--- src/rtl/nested_loop_counter.sv ---
// Three-level (row/column/channel) loop index generator; channel innermost, bounds latched on start.
// All outputs registered, one edge after start/step/clear; step is the only pacing input, no backpressure.
module nested_loop_counter #(
    parameter int CH_W  = 2,
    parameter int COL_W = 10,
    parameter int ROW_W = 10
) (
    input  logic             clk,
    input  logic             reset,
    input  logic             start,
    input  logic             clear,
    input  logic             step,
    input  logic [CH_W-1:0]  ch_last,
    input  logic [COL_W-1:0] col_last,
    input  logic [ROW_W-1:0] row_last,
    output logic [CH_W-1:0]  ch_idx,
    output logic [COL_W-1:0] col_idx,
    output logic [ROW_W-1:0] row_idx,
    output logic             busy,
    output logic             ch_first,
    output logic             ch_wrap,
    output logic             col_wrap,
    output logic             last,
    output logic             done
);

    typedef enum logic [1:0] {IDLE, RUN, DONE} state_t;

    state_t           state;
    logic [CH_W-1:0]  ch_bound;
    logic [COL_W-1:0] col_bound;
    logic [ROW_W-1:0] row_bound;

    logic             ch_end;
    logic             col_end;
    logic             row_end;
    logic [CH_W-1:0]  ch_nxt;
    logic [COL_W-1:0] col_nxt;
    logic [ROW_W-1:0] row_nxt;

    // Wrap compares use the latched bounds, so counting never depends on field width.
    always_comb begin
        ch_end  = (ch_idx == ch_bound);
        col_end = (col_idx == col_bound);
        row_end = (row_idx == row_bound);
        ch_nxt  = ch_end ? '0 : ch_idx + CH_W'(1);
        col_nxt = col_idx;
        row_nxt = row_idx;
        if (ch_end) begin
            col_nxt = col_end ? '0 : col_idx + COL_W'(1);
            if (col_end) begin
                row_nxt = row_end ? '0 : row_idx + ROW_W'(1);
            end
        end
    end

    always_ff @(posedge clk or posedge reset) begin
        if (reset) begin
            state     <= IDLE;
            ch_bound  <= '0;
            col_bound <= '0;
            row_bound <= '0;
            ch_idx    <= '0;
            col_idx   <= '0;
            row_idx   <= '0;
            busy      <= 1'b0;
            ch_first  <= 1'b0;
            ch_wrap   <= 1'b0;
            col_wrap  <= 1'b0;
            last      <= 1'b0;
            done      <= 1'b0;
        end else if (clear) begin
            state    <= IDLE;
            ch_idx   <= '0;
            col_idx  <= '0;
            row_idx  <= '0;
            busy     <= 1'b0;
            ch_first <= 1'b0;
            ch_wrap  <= 1'b0;
            col_wrap <= 1'b0;
            last     <= 1'b0;
            done     <= 1'b0;
        end else begin
            case (state)
                IDLE: begin
                    done     <= 1'b0;
                    ch_wrap  <= 1'b0;
                    col_wrap <= 1'b0;
                    if (start) begin
                        state     <= RUN;
                        ch_bound  <= ch_last;
                        col_bound <= col_last;
                        row_bound <= row_last;
                        ch_idx    <= '0;
                        col_idx   <= '0;
                        row_idx   <= '0;
                        busy      <= 1'b1;
                        ch_first  <= 1'b1;
                        last      <= (ch_last == '0) && (col_last == '0) && (row_last == '0);
                    end
                end
                RUN: begin
                    ch_wrap  <= 1'b0;
                    col_wrap <= 1'b0;
                    if (step) begin
                        ch_wrap  <= ch_end;
                        col_wrap <= ch_end && col_end;
                        if (last) begin
                            state    <= DONE;
                            ch_idx   <= '0;
                            col_idx  <= '0;
                            row_idx  <= '0;
                            busy     <= 1'b0;
                            ch_first <= 1'b0;
                            last     <= 1'b0;
                            done     <= 1'b1;
                        end else begin
                            ch_idx   <= ch_nxt;
                            col_idx  <= col_nxt;
                            row_idx  <= row_nxt;
                            ch_first <= (ch_nxt == '0);
                            last     <= (ch_nxt == ch_bound) && (col_nxt == col_bound)
                                        && (row_nxt == row_bound);
                        end
                    end
                end
                DONE: begin
                    state    <= IDLE;
                    done     <= 1'b0;
                    ch_wrap  <= 1'b0;
                    col_wrap <= 1'b0;
                end
                default: begin
                    state <= IDLE;
                end
            endcase
        end
    end

endmodule

--- config.mk ---
export PLATFORM = sky130hd
export DESIGN_NAME = nested_loop_counter
export DESIGN_NICKNAME = d
export VERILOG_FILES = /design/src/rtl/nested_loop_counter.sv
export SDC_FILE = /design/constraint.sdc
export NUM_CORES = 1
export LEC_CHECK = 0
export ABC_AREA = 1
export CAP_MARGIN = 0
export CORE_MARGIN = 4
export CORE_UTILIZATION = 30
export CTS_BUF_LIST = sky130_fd_sc_hd__clkbuf_8 sky130_fd_sc_hd__clkbuf_16
export DETAILED_ROUTE_END_ITERATION = 10
export PLACE_DENSITY = 0.48
export SKIP_LAST_GASP = 1
export SLEW_MARGIN = 10
export SYNTH_ARGS = -nofsm -noshare
export SYNTH_HDL_FRONTEND = slang
export SYNTH_SLANG_ARGS = --single-unit
--- constraint.sdc ---
create_clock -name clk -period 2.3 [get_ports clk]
set_input_delay 0.46 -clock clk [delete_from_list [all_inputs] [get_ports clk]]
set_output_delay 0.46 -clock clk [all_outputs]
set_load 0.005 [all_outputs]
==> impl_metrics.py <==
metrics = {
    "layout": {
        "post_route_cells_drive_above_1_share_pct": 12.7,
        "postLayoutCoreUtil_pct": 41.5,
        "layout_commonest_cell": "sky130_fd_sc_hd__nand2_1",
        "layout-area-overhead-vs-synth_pct": 34.5,
        "post_layout_nonfiller_instances": 772,
        "diodes_inserted": 0,
        "fin_nets": 657,
        "final_area_sq_um": 4760,
        "layout.cells.most_common_list": "194 x sky130_fd_sc_hd__nand2_1, 62 x sky130_fd_sc_hd__inv_1, 57 x sky130_fd_sc_hd__nor2_1",
    },
    "power_and_ir_drop": {
        "ir_worst_vdd_mv": 0.340,
        "design_power_total_mw": 3.41,
        "power_per_cell_area_nw_per_um2": 716,
        "static-leakage-power_nw": 2.30,
    },
    "synthesis": {
        "synth_cells": 544,
        "synth_top_cell_by_area": "sky130_fd_sc_hd__dfrtp_1",
        "portion_of_the_post_synthesis_area_used_by_sequential_elements_pct": 36.8,
        "netlist-cell-type-count": 34,
        "synth_top_cell_area_share_pct": 36.8,
        "syn-mean-instance-area_sq_um": 6.51,
        "leading_cell_types_by_total_area_after_synthesis": "sky130_fd_sc_hd__dfrtp_1 37%, sky130_fd_sc_hd__nand2_1 21%, sky130_fd_sc_hd__nand3_1 7.5%, sky130_fd_sc_hd__nor2_1 6.8%, sky130_fd_sc_hd__inv_1 6.7%",
        "yosysWarnings": 0,
        "mappedNetlistArea_sq_um": 3540,
        "ys_seq_elements": 52,
        "synth_nets": 573,
    },
    "die": {
        "initial_utilization_pct": 30.9,
        "floorplan_die_width_microns": 117,
        "core.rowCount": 39,
        "ioPinCount": 55,
        "die_height_microns": 117,
        "die_area_sq_um": 13600,
        "coreArea_sq_um": 11500,
    },
    "placed_design": {
        "portBuffers": 54,
        "cell_count_after_placement": 757,
        "detailed_place_hpwl_microns": 9060,
        "placed_cell_area_sq_um": 4450,
        "routabilityCongestion": 0.891,
    },
    "outcome": {
        "status": "finished, final reports clean",
    },
    "setup_path": {
        "worstSetupStartpointType": "flop",
        "arrival_ps": 2390,
        "crit_path_max_incr_delay_ps": 430,
        "reg2reg_setup_slack_ps": 150,
        "worst_setup_path_end_kind": "flop",
        "worstPathBufferInverterCount": 1,
        "crit_chain": "inv_1 > nand2_1 > nand2_1 > nor2_1 > nand3_2 > nor2_4 > nand3_1 > nand2_1 > nand2_1 > nand2_1 > nand3_1 > nor2_1 > nand3_1 > nor2_1 > nor2_1 > nor2_1",
        "criticalPathCategory": "reg2reg",
        "worstPathRequired_ps": 2540,
        "crit_family": "simple AND/OR/NAND/NOR gates",
        "crit_fanout": 6,
        "worst_path_max_delay_cell": "sky130_fd_sc_hd__dfrtp_1",
    },
    "drt": {
        "detailroute.via_count": 3781,
        "drtPass1Iterations": 5,
        "route.final.wire_length_microns": 11700,
        "drc": 0,
        "viasPerCell": 4.90,
        "ant_nets": 0,
        "detail_route.wl_per_cell_microns": 15.1,
        "drt-initial-drc-count": 201,
    },
    "clock_tree": {
        "ctsLongestPathBuffers": 2,
        "clk_pin_slew_worst_paths_ps": 70,
        "tritoncts": "built",
        "clk-insertion-delay-late_ps": 310,
        "cts.sink_count": 52,
        "h-tree-depth": 2,
        "post_cts_hold_buffer_count": 0,
        "clock-root-buffer": "sky130_fd_sc_hd__clkbuf_16",
        "number_of_buffers_added_by_the_clock_tree_synthesis_step": 5,
    },
    "job": {
        "cap_viol_max_count": 0,
    },
    "grt": {
        "first_global_vias": 3485,
        "global_route.usage.total_pct": 17.7,
        "grt.overflow.total": 0,
        "initial_antenna_violation_count": 0,
        "grt_start_max_net_pins": 53,
        "grt_first_pass_wirelength_microns": 18400,
    },
    "hold_path": {
        "hold_class": "reg2reg",
    },
    "sta": {
        "final_period_utilization_pct": 93.7,
        "slew_headroom_pct": 74.4,
        "fin_skew_ps": 9.30,
        "timing.fmax_mhz": 464,
        "worstMarginPinSlew_ps": 378,
        "final-max-slew-violation-count": 0,
        "final.min_clock_period_ps": 2150,
        "finalSetupViolations": 0,
        "setup_tns_ps": 0,
        "grt_setup_unrepaired": "true",
        "timing.final.hold_violations": 0,
    },
}
-- cell families (layout without fill, tap and decap cells) --
group                      after synthesis  count (layout)  share of synthesized area [%]
muxes                                    1               1                          0.318
DFF                                     52              52                           36.8
buffers and inverters                   81             166                           9.30
and+or+nand+nor                        343             343                           41.3
AOI/OAI and AO/OA                       54              54                           8.66
adders and majority gates                2               2                          0.707
xor gates and xnor gates                11              11                           2.93
-- worst min-delay path: stages (launching register included) --
cell	delay [ps]
sky130_fd_sc_hd__dfrtp_1	350
sky130_fd_sc_hd__nand2_1	60
sky130_fd_sc_hd__nand2_1	50
-- cell type report --
cell class                      instances  area [sq um]
Clock buffer                            6           139
Clock inverter                          2          38.8
Fill cell                            1206          6710
Inverter                               68           258
Multi-Input combinational cell        411          1960
Sequential cell                        52          1310
Tap cell                              143           179
Timing Repair Buffer                   90           881
-- timing repair --
item | 4_1_cts | 5_1_grt
endpoints found under the setup margin | 1 | 1
setup buffers | 0 | 7
pin swaps | 0 | 3
hold endpoints to repair | 0 | 0
gates resized for setup | 3 | 22
-- cells in the mapped netlist, drive strengths merged --
cell type  count
a21oi         23
and2           1
buf            5
clkbuf         8
clkinv         1
dfrtp         52
ha             2
inv           67
mux2           1
nand2        197
nand3         54
nand3b         1
nand4         11
nor2          69
nor3           5
nor4           4
o21a           1
o21ai          9
o22ai         19
o31ai          1
o41ai          1
or2            1
xnor2          4
xor2           7
-- registers in the layout (all words and copies together), names as in the netlist --
register	count
row_idx	10
col_idx	10
row_bound	10
ch_idx	2
last	1
done	1
state	2
ch_wrap	1
col_bound	10
ch_bound	2
col_wrap	1
ch_first	1
busy	1
-- through the flow --
step / hold slack, ps / worst slack (ps)
final: 493 / 145
after global routing: 530 / -42.7
after CTS: 502 / 32.4
after detailed placement: 478 / -54.2
after global placement: 469 / -5.20
after floorplan: 473 / 417
-- where the power goes --
group          total [mW]  internal [mW]  switching [mW]
clock               0.916          0.546           0.370
combinational        1.26          0.508           0.750
sequential           1.24           1.08           0.159
total                3.41           2.13            1.28
-- worst paths after layout --
path                       startpoint    endpoint  cells after the start
max                        col_idx[9]        last                     16
min                              done        done                      2
max reg2reg                col_idx[9]        last                     16
min reg2reg                      done        done                      2
max in group asynchronous       reset  col_idx[0]                      3
min in group asynchronous       reset  row_idx[2]                      3
-- layer usage --
metal | part of all wire (%) | GRT usage (%) | vias to the layer above
li1 | - | - | 1910
met1 | 48 | 24.6 | 1759
met2 | 45 | 28.5 | 104
met3 | 5.4 | 3.21 | 8
met4 | 1.2 | 4.74 | 0
met5 | 0 | 0 | -
Power figures use the tool's default switching activity.
